**config.mk**
```make
export PLATFORM = sky130hd
export DESIGN_NAME = gb_oam_dma_arbiter
export DESIGN_NICKNAME = d
export VERILOG_FILES = /design/src/rtl/gb_oam_dma_arbiter.sv
export SDC_FILE = /design/constraint.sdc
export NUM_CORES = 1
export LEC_CHECK = 0
export ABC_AREA = 1
export CAP_MARGIN = 20
export CELL_PAD_IN_SITES_DETAIL_PLACEMENT = 0
export CELL_PAD_IN_SITES_GLOBAL_PLACEMENT = 1
export CORE_ASPECT_RATIO = 0.9
export CORE_MARGIN = 2
export CORE_UTILIZATION = 34
export CTS_CLUSTER_SIZE = 10
export DETAILED_ROUTE_END_ITERATION = 6
export PLACE_DENSITY = 0.86
export SYNTH_ARGS = -nofsm -noshare
export SYNTH_HDL_FRONTEND = slang
export SYNTH_SLANG_ARGS = --single-unit
```
**constraint.sdc**
```tcl
create_clock -name Clk -period 5.3 [get_ports Clk]
set_clock_uncertainty 0.05 [all_clocks]
set_input_delay 0.795 -clock Clk [delete_from_list [all_inputs] [get_ports Clk]]
set_output_delay 0.795 -clock Clk [all_outputs]
set_load 0.01 [all_outputs]
```
**src/rtl/gb_oam_dma_arbiter.sv**
```systemverilog
// OAM DMA engine ($FF46) and CPU/DMA arbiter for the shared system memory bus.
// Define GB_OAM_DMA_BUS_CONFLICT_EN to return the last DMA byte on blocked CPU reads.
module gb_oam_dma_arbiter #(
    parameter int unsigned TicksPerByte = 4,
    parameter int unsigned StartDelay   = 1
) (
    input  logic        Clk,
    input  logic        Reset_n,
    input  logic        ClkEn,
    input  logic        CpuAccess,
    input  logic        CpuWrite,
    input  logic [15:0] CpuAddress,
    input  logic [7:0]  CpuDToTarget,
    output logic [7:0]  CpuDToInitiator,
    output logic        CpuReady,
    output logic        CpuDataReady,
    output logic        BusAccess,
    output logic        BusWrite,
    output logic [15:0] BusAddress,
    output logic [7:0]  BusDToTarget,
    input  logic [7:0]  BusDToInitiator,
    input  logic        BusReady,
    input  logic        BusDataReady,
    output logic        OamWrite,
    output logic [7:0]  OamAddress,
    output logic [7:0]  OamData,
    output logic        DmaActive
);

    typedef enum logic [2:0] {S_IDLE, S_DELAY, S_READ, S_WRITE, S_WAIT} state_t;

    localparam logic [4:0] SlotTicks  = 5'(TicksPerByte);
    localparam logic [8:0] DelaySlots = 9'(StartDelay);

    state_t      state_q;
    logic [7:0]  src_q;
    logic [7:0]  index_q;
    logic [7:0]  dslot_q;
    logic [3:0]  cnt_q;
    logic        DmaActive_q;
    logic        OamWrite_q;
    logic [7:0]  OamAddress_q;
    logic [7:0]  OamData_q;

    logic        cpu_hi;
    logic        trigger;
    logic        slot_done;
    logic        delay_done;
    logic [3:0]  cnt_sat;
    logic [7:0]  src_eff;
    logic [7:0]  blocked_data;

    always_comb begin
        cpu_hi     = (CpuAddress[15:8] == 8'hFF);
        // A $FF46 write only counts when it actually reaches the bus, never while DMA owns it
        trigger    = ClkEn && CpuAccess && CpuWrite && BusReady &&
                     (CpuAddress == 16'hFF46) && (state_q != S_READ);
        slot_done  = (({1'b0, cnt_q} + 5'd1) >= SlotTicks);
        delay_done = (({1'b0, dslot_q} + 9'd1) >= DelaySlots);
        cnt_sat    = (cnt_q == 4'hF) ? cnt_q : cnt_q + 4'd1;
        src_eff    = (src_q > 8'hDF) ? (src_q & 8'hDF) : src_q;
    end

`ifdef GB_OAM_DMA_BUS_CONFLICT_EN
    assign blocked_data = OamData_q;
`else
    assign blocked_data = 8'hFF;
`endif

    always_ff @(posedge Clk) begin
        OamWrite_q <= 1'b0;
        if (!Reset_n) begin
            state_q      <= S_IDLE;
            src_q        <= '0;
            index_q      <= '0;
            dslot_q      <= '0;
            cnt_q        <= '0;
            DmaActive_q  <= 1'b0;
            OamAddress_q <= '0;
            OamData_q    <= '0;
        end else if (ClkEn) begin
            if (trigger) begin
                src_q       <= CpuDToTarget;
                index_q     <= '0;
                dslot_q     <= '0;
                cnt_q       <= '0;
                DmaActive_q <= 1'b1;
                state_q     <= (StartDelay == 0) ? S_READ : S_DELAY;
            end else begin
                unique case (state_q)
                    S_IDLE: ;
                    S_DELAY: begin
                        if (slot_done) begin
                            cnt_q <= '0;
                            if (delay_done) state_q <= S_READ;
                            else            dslot_q <= dslot_q + 8'd1;
                        end else begin
                            cnt_q <= cnt_q + 4'd1;
                        end
                    end
                    S_READ: begin
                        cnt_q <= cnt_sat;
                        if (BusDataReady) begin
                            OamData_q    <= BusDToInitiator;
                            OamAddress_q <= index_q;
                            OamWrite_q   <= 1'b1;
                            state_q      <= S_WRITE;
                        end
                    end
                    // A stretched read may already have used up the slot, so WRITE can end it too
                    S_WRITE, S_WAIT: begin
                        if (slot_done) begin
                            cnt_q <= '0;
                            if (index_q == 8'h9F) begin
                                state_q     <= S_IDLE;
                                DmaActive_q <= 1'b0;
                            end else begin
                                index_q <= index_q + 8'd1;
                                state_q <= S_READ;
                            end
                        end else begin
                            cnt_q   <= cnt_sat;
                            state_q <= S_WAIT;
                        end
                    end
                    default: state_q <= S_IDLE;
                endcase
            end
        end
    end

    always_comb begin
        BusAccess       = 1'b0;
        BusWrite        = 1'b0;
        BusAddress      = '0;
        BusDToTarget    = '0;
        CpuReady        = 1'b0;
        CpuDataReady    = 1'b0;
        CpuDToInitiator = '0;
        if (state_q == S_READ) begin
            BusAccess  = 1'b1;
            BusAddress = {src_eff, index_q};
            if (!cpu_hi) begin
                CpuReady        = CpuAccess;
                CpuDataReady    = CpuAccess;
                CpuDToInitiator = blocked_data;
            end
        end else if (!DmaActive_q || cpu_hi) begin
            BusAccess       = CpuAccess;
            BusWrite        = CpuWrite;
            BusAddress      = CpuAddress;
            BusDToTarget    = CpuDToTarget;
            CpuReady        = BusReady;
            CpuDataReady    = BusDataReady;
            CpuDToInitiator = BusDToInitiator;
        end else begin
            CpuReady        = CpuAccess;
            CpuDataReady    = CpuAccess;
            CpuDToInitiator = blocked_data;
        end
    end

    assign OamWrite   = OamWrite_q;
    assign OamAddress = OamAddress_q;
    assign OamData    = OamData_q;
    assign DmaActive  = DmaActive_q;

endmodule

```
* After elaboration in Yosys (flattened, before gate mapping)
Index checks and enable logic that the tools add are counted.
** Storage, ports and cells
- Bits in registers :: 49
- Input bits :: 39
- Logic and storage cells :: 100
** Cells by class
- $add $sub $neg :: 5
- Order comparisons :: 3
- Eq/ne operators :: 15
- Multiplexer cells :: 42
- Bitwise operators :: 4
- Reductions and logical operators :: 22
** Operator list (count)
- 2-to-1 mux 8 bit :: 13
- 2-to-1 mux 16 bit :: 2
- adder 8 x 1 -> 8 bit (second input constant) :: 2
- equality test 16 bit (second input constant) :: 1
- equality test 8 bit (second input constant) :: 2
- 2-to-1 mux 4 bit :: 4
- AND reduction 4 bit :: 4
- 2-to-1 mux 3 bit :: 5
- 2-to-1 mux 1 bit :: 14
- one-hot mux 3 bit (4 select lines) :: 1
- one-hot mux 4 bit (3 select lines) :: 1
- adder 8 x 1 -> 9 bit (second input constant) :: 1
- >= comparator 9 x 1 -> 1 bit (second input constant) :: 1
- inequality test 3 bit (second input constant) :: 3
- > comparator 8 bit (second input constant) :: 1
- nonzero test 2 bit :: 4
- equality test 3 x 2 -> 1 bit (second input constant) :: 2
- 2-to-1 mux 6 bit :: 1
- inequality test 2 bit (second input constant) :: 3
- adder 4 x 1 -> 5 bit (second input constant) :: 1
- >= comparator 5 x 3 -> 1 bit (second input constant) :: 1
- logical AND 1 bit :: 5
- AND reduction 5 bit :: 1
- adder 4 x 1 -> 4 bit (second input constant) :: 1
- 13 further kinds :: 17

* Longest topological paths before layout
Gate-level depths: netlist of run 1.
- Word-level depth :: 7
- Mapped depth :: 14
- Depth with buffers taken out :: 14

* Least setup slack after synthesis of run 1
No wires, ideal clock.
- Path kind :: in2out
- From :: input port CpuAddress[13]
- To :: output port BusAccess
- Arrival time :: 1780 ps
- Slack :: 2675 ps
- Stages on the path :: 7
- Path buffers :: 1
- Cells stage by stage :: nand2_1 nor2_2 nand2_1 nand2_1 inv_1 clkbuf_1 o21ai_0
** On the way
- Longest elaborated chain between the ends :: 4
** Ends and longest elaborated chain
- start, declared :: line 12 : input logic [15:0] CpuAddress,
- equality test 8 bit :: line 54 : cpu_hi = (CpuAddress[15:8] == 8'hFF);
- logical OR 1 bit :: line 148 : end else if (!DmaActive_q || cpu_hi) begin
- 2-to-1 mux 1 bit :: line 148
- 2-to-1 mux 1 bit :: line 140 : if (state_q == S_READ) begin
- end, declared :: line 17 : output logic BusAccess,
Every way passes these cells.

* Worst setup path in the final report of run 1
- From :: input port CpuAddress[13]
- To :: output port CpuDToInitiator[0]
** On the way
- Longest elaborated chain between the ends :: 4
** Ends and longest elaborated chain
- equality test 8 bit (*) :: line 54
- logical OR 1 bit :: line 148
- 2-to-1 mux 8 bit :: line 148
- 2-to-1 mux 8 bit (*) :: line 140
- end, declared :: line 14 : output logic [7:0] CpuDToInitiator,
Mark *: on every way between the ends. The rest lies on a longest branch, timed or not.

==> impl_metrics.tcl, run 1 <==
set metrics [dict create \
    clkTransAtPathRegs_ns 0.08 \
    cp.buffers_inverters 3 \
    multi_input_area_um2 1570 \
    power.switching_uw 273 \
    critPathRequiredTime_ns 4.45 \
    routed-via-count 3032 \
    dr.pass1.iters 4 \
    wl_met3_um 238 \
    io_buffers 92 \
    worst-path-stages 9 \
    maxCapViolations 0 \
    start_util_pct 35.3 \
    fin_nets 570 \
    numCtsBuffers 5 \
    synth_xor_xnor_area_share_pct 1.23 \
    seqCellArea_um2 981 \
    synth_top_area_share_pct 34.5 \
    timing.fmax_mhz 224 \
    cts-root-buf "clkbuf_8" \
    cts_max_level 2 \
    synth_top_family_by_area "simple AND/OR/NAND/NOR gates" \
    ys.flop_type "dfxtp_1" \
    die_area_um2 9120 \
    synth.mux.area_fraction_pct 0.352 \
    gp_congestion 0.797 \
    num-fill-cells 828 \
    place_hpwl_um 6260 \
    final_util_pct 49.1 \
    yosys.area_share.simple_pct 37.0 \
    die_width_um 100 \
    hold_path_class "flop to flop" \
    track_usage_pct 19.1 \
    fin_crit_ns 4.47 \
    crit_chain "clkdlybuf4s50_1 -> nand2_1 -> nor2_2 -> nand2_1 -> nand2_1 -> inv_1 -> nor2_1 -> nand2_1 -> clkdlybuf4s50_1" \
    cts_hold_buf 0 \
    cp_common_cell "nand2_1" \
    setup_tns_ns 0 \
    die_y_um 90.8 \
    status "finished, final reports clean" \
    yosysWarnings 0 \
    ys_seq_area_share_pct 34.5 \
    p_int_uw 672 \
    critPathArrivalTime_ns 3.63 \
    drc 0 \
    power_density_nw_per_um2 238 \
    slew_headroom_pct 41.3 \
    netlist_area_um2 2850 \
    cts_tree "built" \
    wl_met2_um 3970 \
    period_share_pct 84.4 \
    io_pins 93 \
    grt_setup_unrepaired "no" \
    cts_sinks 49 \
    seqPwrFrac_pct 41.2 \
    grt_pass1_vias 2901 \
    ir_drop_v 0.0000997 \
    vias_per_cell 4.84 \
    final-hold-violation-count 0 \
    crit_family "simple AND/OR/NAND/NOR gates" \
    cp_slowest_cell "nor2_1" \
    critPathCaptureType "output pin" \
    post_drt_wl_per_cell_um 13.1 \
    timing_worst_setup_path_type "input port to output pin" \
    cts_resized 0 \
    synthTopCellsByArea "dfxtp_1, nand2_1, nand3_1" \
    area_growth_pct 39.4 \
    ff2ff_path_depth 9 \
    critPathLaunchType "input port" \
    clockPowerShare_pct 29.8 \
    top_layer "met4" \
    synth_area_leader_cell "dfxtp_1" \
    setup_viol 0 \
    slew_violations 0 \
    grt_max_degree 29 \
    p_comb_share_pct 29.0 \
    tightest_slew_ns 0.879 \
    avgSynthCellArea_um2 6.48 \
    insertion_delay_ns 0.30 \
    gr-total-overflow 0 \
    synth_async_sr_flop_share_pct 0 \
    worst-path-max-fanout 17 \
    drt-initial-drc-count 109 \
    postRouteAntennaNets 0 \
    cts_buffer_depth 2 \
    max_stage_delay_ns 0.59 \
    synth_compound_area_share_pct 14.2 \
    diodes 0 \
    synth_cell_types 32 \
    routed_wl_um 8230 \
    synthCells 439 \
    rows 31 \
    swShare_pct 28.9 \
    wl_met1_um 3910 \
    p_leak_uw 0.00168 \
    syn_nets 483 \
    coreArea_um2 8070 \
    antenna_found_initial 0 \
    synthAdderAreaFrac_pct 2.20 \
    worstHoldPathCells 2 \
    cts_setup_buffers 0 \
    synth-edff-count 0 \
    drive_above_1_share_pct 7.02 \
    ys_ff_latch 49 \
    grt_pass1_wl_um 14200 \
]
layout make-up:
cell class / count / share of cell area, %
multi-input cells: 314 / 39.6
flip-flops and latches: 49 / 24.7
repair buffers: 94 / 23.6
inverters: 62 / 5.90
well taps: 99 / 3.12
clock buffers: 6 / 2.08
clock inverters: 2 / 0.947
placed cells by master (no fill, tap or decap):
cell type | netlist | routed
a211oi_1 | 4 | 4
a211oi_2 | 3 | 3
a21oi_1 | 17 | 17
a21oi_4 | 1 | 1
buf_4 | 1 | 2
bufinv_16 | 0 | 1
clkbuf_8 | 0 | 6
clkdlybuf4s50_1 | 0 | 92
clkinv_1 | 1 | 1
clkinv_2 | 1 | 1
clkinvlp_4 | 0 | 1
dfxtp_1 | 49 | 49
ha_1 | 5 | 5
inv_1 | 58 | 58
inv_2 | 2 | 2
mux2i_1 | 1 | 1
nand2_1 | 86 | 86
nand2_2 | 6 | 6
nand3_1 | 47 | 46
nand3_2 | 4 | 5
nand3b_1 | 3 | 3
nand4_1 | 5 | 5
nand4_2 | 1 | 1
nor2_1 | 59 | 59
nor2_2 | 5 | 5
nor2_4 | 1 | 1
nor3_1 | 16 | 16
o211ai_2 | 1 | 1
o21ai_0 | 42 | 42
o21bai_1 | 1 | 1
o22ai_1 | 1 | 1
or2_2 | 1 | 1
xor2_1 | 4 | 4
cells by family after synthesis:
family / count (synthesis)
AOI/OAI and AO/OA: 70
xor gates and xnor gates: 4
adders and majority gates: 5
muxes: 1
and+or+nand+nor: 234
buffers and inverters: 76
DFF: 49
layer usage:
layer	track usage, %	vias up
met2	31.4	53
met1	26.0	1381
met4	5.14	0
li1	-	1589
met3	2.71	9
met5	0	-
registers in the layout (all words and copies together), names as in the netlist:
name        count
DmaActive       1
OamAddress      8
OamData         8
OamWrite        1
cnt_q           4
dslot_q         8
index_q         8
src_q           8
state_q         3
synthesized netlist by cell type, drive strengths merged, types with 2 or more instances:
cell / count
a211oi: 7
a21oi: 18
buf: 3
clkbuf: 11
clkinv: 2
dfxtp: 49
ha: 5
inv: 60
nand2: 92
nand3: 51
nand3b: 3
nand4: 6
nor2: 65
nor3: 16
o21ai: 42
xor2: 4
power groups by stage:
stage                     clock [µW]  combinational [µW]  sequential, µW
after floorplan                    0                 127             400
after global placement             0                 275             397
after detailed placement           0                 274             398
after CTS                        293                 275             389
after global routing             306                 301             392
final                            282                 274             389
stage by stage:
step	hold WS, ns	std cells	power (µW)	cell area [µm²]	setup slack (ns)
after global placement	0.398	618	672	3840	0.928
after global routing	0.450	626	998	3970	0.545
after floorplan	0.389	439	527	2850	2.68
final	0.419	626	945	3970	0.828
after CTS	0.418	626	957	3970	0.795
after detailed placement	0.405	618	672	3840	0.797
worst reg2reg max path, delay by kind of cell, from the launching register on:
kind | cells | cell delay (ns)
AO/OA/AOI/OAI | 1 | 0.15
buffers and inverters | 3 | 0.69
flip-flops | 1 | 0.38
AND/OR/NAND/NOR | 5 | 0.96
path summary, 6_finish.rpt:
path | slack [ns] | endpoint | start
hold reg to reg | 0.42 | dslot_q[7]$_SDFFE_PN0P_ | dslot_q[7]$_SDFFE_PN0P_
setup reg to reg | 2.98 | cnt_q[0]$_SDFFE_PN0P_ | state_q[0]$_SDFFE_PN0P_
setup / recovery | 0.83 | CpuDToInitiator[0] | CpuAddress[13]
hold / removal | 0.42 | dslot_q[7]$_SDFFE_PN0P_ | dslot_q[7]$_SDFFE_PN0P_
(Power assumes the default switching activity.)
==> run 2: changes to the inputs <==
--- a/config.mk
+++ b/config.mk
@@ -11,10 +11,10 @@
 export CELL_PAD_IN_SITES_GLOBAL_PLACEMENT = 1
 export CORE_ASPECT_RATIO = 0.9
 export CORE_MARGIN = 2
-export CORE_UTILIZATION = 34
+export CORE_UTILIZATION = 28
 export CTS_CLUSTER_SIZE = 10
 export DETAILED_ROUTE_END_ITERATION = 6
-export PLACE_DENSITY = 0.86
+export PLACE_DENSITY = 0.76
 export SYNTH_ARGS = -nofsm -noshare
 export SYNTH_HDL_FRONTEND = slang
 export SYNTH_SLANG_ARGS = --single-unit
==> constraint.sdc (replaced) <==
create_clock -name Clk -period 3.75 [get_ports Clk]
set_clock_uncertainty 0.05 [all_clocks]
set_input_delay 0.5625 -clock Clk [delete_from_list [all_inputs] [get_ports Clk]]
set_output_delay 0.5625 -clock Clk [all_outputs]
set_load 0.01 [all_outputs]
==> run 2 against run 1 <==
Total power increased by 48%. Final cell count rose by 4.6%. Sequential share of layout area decreased by 0.48 points. Die area rose by 20%. Critical path type unchanged.
==> impl_metrics.tcl, run 2 (same netlist as run 1, synthesis figures left out) <==
set metrics [dict create \
    top_usage_layer "met2" \
    io_pins 93 \
    clkTransAtPathRegs_ns 0.07 \
    slew_headroom_pct 43.1 \
    gr-total-overflow 0 \
    rrSetupSlack_ns 1.66 \
    final-hold-violation-count 0 \
    worst-path-max-fanout 14 \
    grt_pass1_vias 2927 \
    rows 34 \
    grt_setup_unrepaired "no" \
    gp_congestion 0.800 \
    cts_tree "built" \
    routed_wl_um 8290 \
    drive_above_1_share_pct 7.37 \
    place_hpwl_um 6240 \
    fin_crit_ns 3.22 \
    max_stage_delay_ns 0.56 \
    ff2ff_path_depth 10 \
    r2r_end "dslot_q[0]$_SDFFE_PN0P_" \
    power_density_nw_per_um2 346 \
    cp_slowest_cell "clkdlybuf4s50_1" \
    setup_viol 0 \
    area_growth_pct 42.1 \
    crit_family "buffers and inverters" \
    critPathArrivalTime_ns 2.61 \
    most-common-layout-cells "clkdlybuf4s50_1, nand2_1, nor2_1" \
    cts_hold_buf 0 \
    vias_per_cell 4.71 \
    timing.fmax_mhz 311 \
    ir_drop_v 0.000174 \
    worstHoldPathCells 2 \
    critPathRequiredTime_ns 3.14 \
    setup_tns_ns 0 \
    num-fill-cells 1034 \
    grt_max_degree 47 \
    routed-via-count 3083 \
    cts_sinks 49 \
    grt_pass1_wl_um 13800 \
    cts_resized 0 \
    final_util_pct 41.3 \
    die_y_um 99.6 \
    drc 0 \
    p_leak_uw 0.00170 \
    met3_usage_pct 4.33 \
    dr.pass1.iters 4 \
    timing_worst_setup_path_type "input port to output pin" \
    period_share_pct 85.9 \
    tightest_slew_ns 0.853 \
    cp_common_cell "nand2_1" \
    holdCritStartpoint "dslot_q[6]$_SDFFE_PN0P_" \
    fin_nets 572 \
    die_width_um 110 \
    diodes 0 \
    cts_buffer_depth 2 \
    track_usage_pct 15.8 \
    start_util_pct 29.1 \
    crit_chain "clkdlybuf4s50_1 -> nand2_1 -> nor2_2 -> nand2_1 -> nand2_1 -> inv_1 -> o21ai_0 -> nand2_1 -> o21ai_0 -> clkdlybuf4s50_1" \
    cts_setup_buffers 0 \
    antenna_found_initial 0 \
    io_buffers 92 \
    die_area_um2 11000 \
    cts-root-buf "clkbuf_16" \
    hold_path_class "flop to flop" \
    status "finished, final reports clean" \
    maxCapViolations 0 \
    post_drt_wl_per_cell_um 12.7 \
    cts_max_level 2 \
    critPathLaunchType "input port" \
    drt-initial-drc-count 157 \
    insertion_delay_ns 0.29 \
    hold_end "dslot_q[6]$_SDFFE_PN0P_" \
    critPathCaptureType "output pin" \
    numCtsBuffers 5 \
    layout_commonest_cell "clkdlybuf4s50_1" \
    coreArea_um2 9780 \
    postRouteAntennaNets 0 \
    slew_violations 0 \
    r2r-start "dslot_q[0]$_SDFFE_PN0P_" \
    grt_util_met1_pct 21.4 \
    grtUsageMet2_pct 24.9 \
    cp.buffers_inverters 3 \
]
-- run 2: layout make-up --
cell class              instances  area, µm²  area share [%]
clock buffers                   5        125            3.09
well taps                     126        158            3.90
multi-input cells             314       1570            38.8
repair buffers                 96        951            23.5
clock inverters                 3       25.0           0.619
inverters                      62        234            5.79
flip-flops and latches         49        981            24.3
-- run 2: report_power, final --
part,internal (µW),switching [µW]
combinational,197,189
sequential,538,13.0
clock,251,210
-- run 2: per-stage QoR --
stage / power, µW / setup slack (ns) / hold WS, ns / cell area (µm²) / instances
after detailed placement: 951 / 0.500 / 0.408 / 3890 / 647
after global routing: 1480 / 0.253 / 0.445 / 4040 / 655
after CTS: 1420 / 0.491 / 0.418 / 4040 / 655
final: 1400 / 0.529 / 0.420 / 4040 / 655
after floorplan: 745 / 1.59 / 0.389 / 2850 / 439
after global placement: 951 / 0.537 / 0.404 / 3890 / 647
-- run 2: worst max-delay path by stage --
stage | endpoint | slack [ns] | cells past startpoint | from
after floorplan | BusAccess | 1.59 | 7 | CpuAddress[13]
after global placement | CpuDataReady | 0.54 | 10 | CpuAddress[13]
after detailed placement | CpuDataReady | 0.50 | 10 | CpuAddress[12]
after CTS | CpuDataReady | 0.49 | 10 | CpuAddress[12]
after global routing | CpuDataReady | 0.25 | 11 | CpuAddress[9]
final | CpuDataReady | 0.53 | 10 | CpuAddress[12]
-- run 2: routing by layer --
| layer | vias to the layer above | share of wire (%) | wire, µm |
|---|---|---|---|
| met2 | 72 | 45 | 3700 |
| met3 | 5 | 6.1 | 508 |
| met5 | - | 0 | 0 |
| met1 | 1407 | 48 | 3990 |
| li1 | 1599 | - | - |
| met4 | 0 | 1.1 | 88 |
-- run 2: worst register-to-register path, stage by stage, from the launching register on --
cell	delay (ns)
dfxtp_1	0.39
inv_1	0.10
ha_1	0.29
or2_2	0.29
nor2_1	0.13
nand3_1	0.07
nor2_1	0.12
nand3_2	0.12
a21oi_4	0.26
nand3b_1	0.14
inv_1	0.04
==> run 3: changes to the inputs <==
--- a/config.mk
+++ b/config.mk
@@ -10,7 +10,7 @@
 export CELL_PAD_IN_SITES_DETAIL_PLACEMENT = 0
 export CELL_PAD_IN_SITES_GLOBAL_PLACEMENT = 1
 export CORE_ASPECT_RATIO = 0.9
-export CORE_MARGIN = 2
+export CORE_MARGIN = 3
 export CORE_UTILIZATION = 28
 export CTS_CLUSTER_SIZE = 10
 export DETAILED_ROUTE_END_ITERATION = 6
==> run 3 against run 2 <==
Cell area is 0.53% higher. Critical endpoint is now CpuReady. Final cell count stayed put. Highest routed layer unchanged. Worst hold slack lost 0.0097 ns. Count of clock-buffer cells in the layout unchanged. Via count fell by 0.65%.
==> impl_metrics.tcl, run 3 (same netlist as run 1, synthesis figures left out) <==
set metrics [dict create \
    status "finished, final reports clean" \
    dr.pass1.iters 4 \
    p_total_uw 1460 \
    max_stage_delay_ns 0.56 \
    die_width_um 112 \
    grt_pass1_vias 2963 \
    start_util_pct 29.1 \
    critPathLaunchType "input port" \
    area_growth_pct 42.9 \
    cts_setup_buffers 0 \
    coreArea_um2 9780 \
    postRouteAntennaNets 0 \
    fin_nets 572 \
    most-common-layout-cells "clkdlybuf4s50_1, nand2_1, nor2_1" \
    final-hold-violation-count 0 \
    drc 0 \
    timing.fmax_mhz 305 \
    grt_max_degree 38 \
    numCtsBuffers 5 \
    routed-via-count 3063 \
    grt_pass1_wl_um 14200 \
    hold_path_class "flop to flop" \
    drive_above_1_share_pct 7.37 \
    critPathArrivalTime_ns 2.67 \
    setup_tns_ns 0 \
    critPathRequiredTime_ns 3.14 \
    worst-path-max-fanout 14 \
    grtUsageMet2_pct 24.5 \
    critPathCaptureType "output pin" \
    cts_buffer_depth 2 \
    diodes 0 \
    cp_common_cell "nand2_1" \
    maxCapViolations 0 \
    p_leak_uw 0.00171 \
    crit_chain "clkdlybuf4s50_1 -> nand2_1 -> nor2_1 -> nand2_1 -> nand2_1 -> inv_1 -> nand2_1 -> o21ai_0 -> nand2_1 -> o21ai_0 -> clkdlybuf4s50_1" \
    clkTransAtPathRegs_ns 0.07 \
    grt_util_met1_pct 20.0 \
    cts_max_level 2 \
    grt_setup_unrepaired "no" \
    die_y_um 102 \
    layout_commonest_cell "clkdlybuf4s50_1" \
    place_hpwl_um 6470 \
    period_share_pct 87.5 \
    num-fill-cells 1078 \
    cp_slowest_cell "clkdlybuf4s50_1" \
    drt-initial-drc-count 112 \
    cts_resized 0 \
    fin_crit_ns 3.28 \
    die_area_um2 11400 \
    slew_headroom_pct 41.7 \
    io_pins 93 \
    tightest_slew_ns 0.873 \
    setup_viol 0 \
    cts_hold_buf 0 \
    seqCellArea_um2 981 \
    slew_violations 0 \
    antenna_found_initial 0 \
    post_drt_wl_per_cell_um 13.0 \
    vias_per_cell 4.68 \
    gp_congestion 0.792 \
    timing_worst_setup_path_type "input port to output pin" \
    gr-total-overflow 0 \
    ir_drop_v 0.000162 \
    track_usage_pct 15.0 \
    top_usage_layer "met2" \
    multi_input_area_um2 1570 \
    cts-root-buf "clkbuf_16" \
    routed_wl_um 8490 \
    io_buffers 92 \
    rows 34 \
    power_density_nw_per_um2 359 \
    met3_usage_pct 3.35 \
    whs_ns 0.411 \
    insertion_delay_ns 0.29 \
    cts_sinks 49 \
    cts_tree "built" \
]
[run 3: cell type report]
cell class,count,area share [%]
Clock buffer,5,3.08
Sequential cell,49,24.1
Tap cell,126,3.88
Clock inverter,3,1.14
Timing Repair Buffer,96,23.4
Multi-Input combinational cell,314,38.6
Inverter,62,5.76
[run 3: power breakdown]
group / internal (µW) / switching, µW
Combinational: 197 / 193
Clock: 316 / 204
Sequential: 538 / 12.3
[run 3: stage by stage]
stage          cells  cell area, µm²  util, %  setup slack [ns]
2_1_floorplan    439            2850        -              1.59
3_3_place_gp     647            3890     39.8             0.553
3_5_place_dp     647            3890     39.8             0.476
4_1_cts          655            4070     41.5             0.472
5_1_grt          655            4070     41.5             0.235
6_report         655            4070     41.5             0.468
[run 3: critical path, delay by kind of cell]
family                 cells  cell delay [ns]
AO/OA/AOI/OAI              2             0.20
buffers and inverters      3             1.39
AND/OR/NAND/NOR            6             0.51
[run 3: path summary, 6_finish.rpt]
kind	slack [ns]	depth (start not counted)	start	endpoint
setup reg to reg	1.56	9	state_q[2]$_SDFFE_PN0P_	dslot_q[0]$_SDFFE_PN0P_
hold / removal	0.41	2	dslot_q[7]$_SDFFE_PN0P_	dslot_q[7]$_SDFFE_PN0P_
hold reg to reg	0.41	2	dslot_q[7]$_SDFFE_PN0P_	dslot_q[7]$_SDFFE_PN0P_
setup / recovery	0.47	11	CpuAddress[9]	CpuReady
[run 3: per-layer routing]
layer / vias up / part of all wire (%)
met5: - / 0
met4: 0 / 1.3
met3: 9 / 5.4
met2: 73 / 45
met1: 1388 / 49
li1: 1593 / -
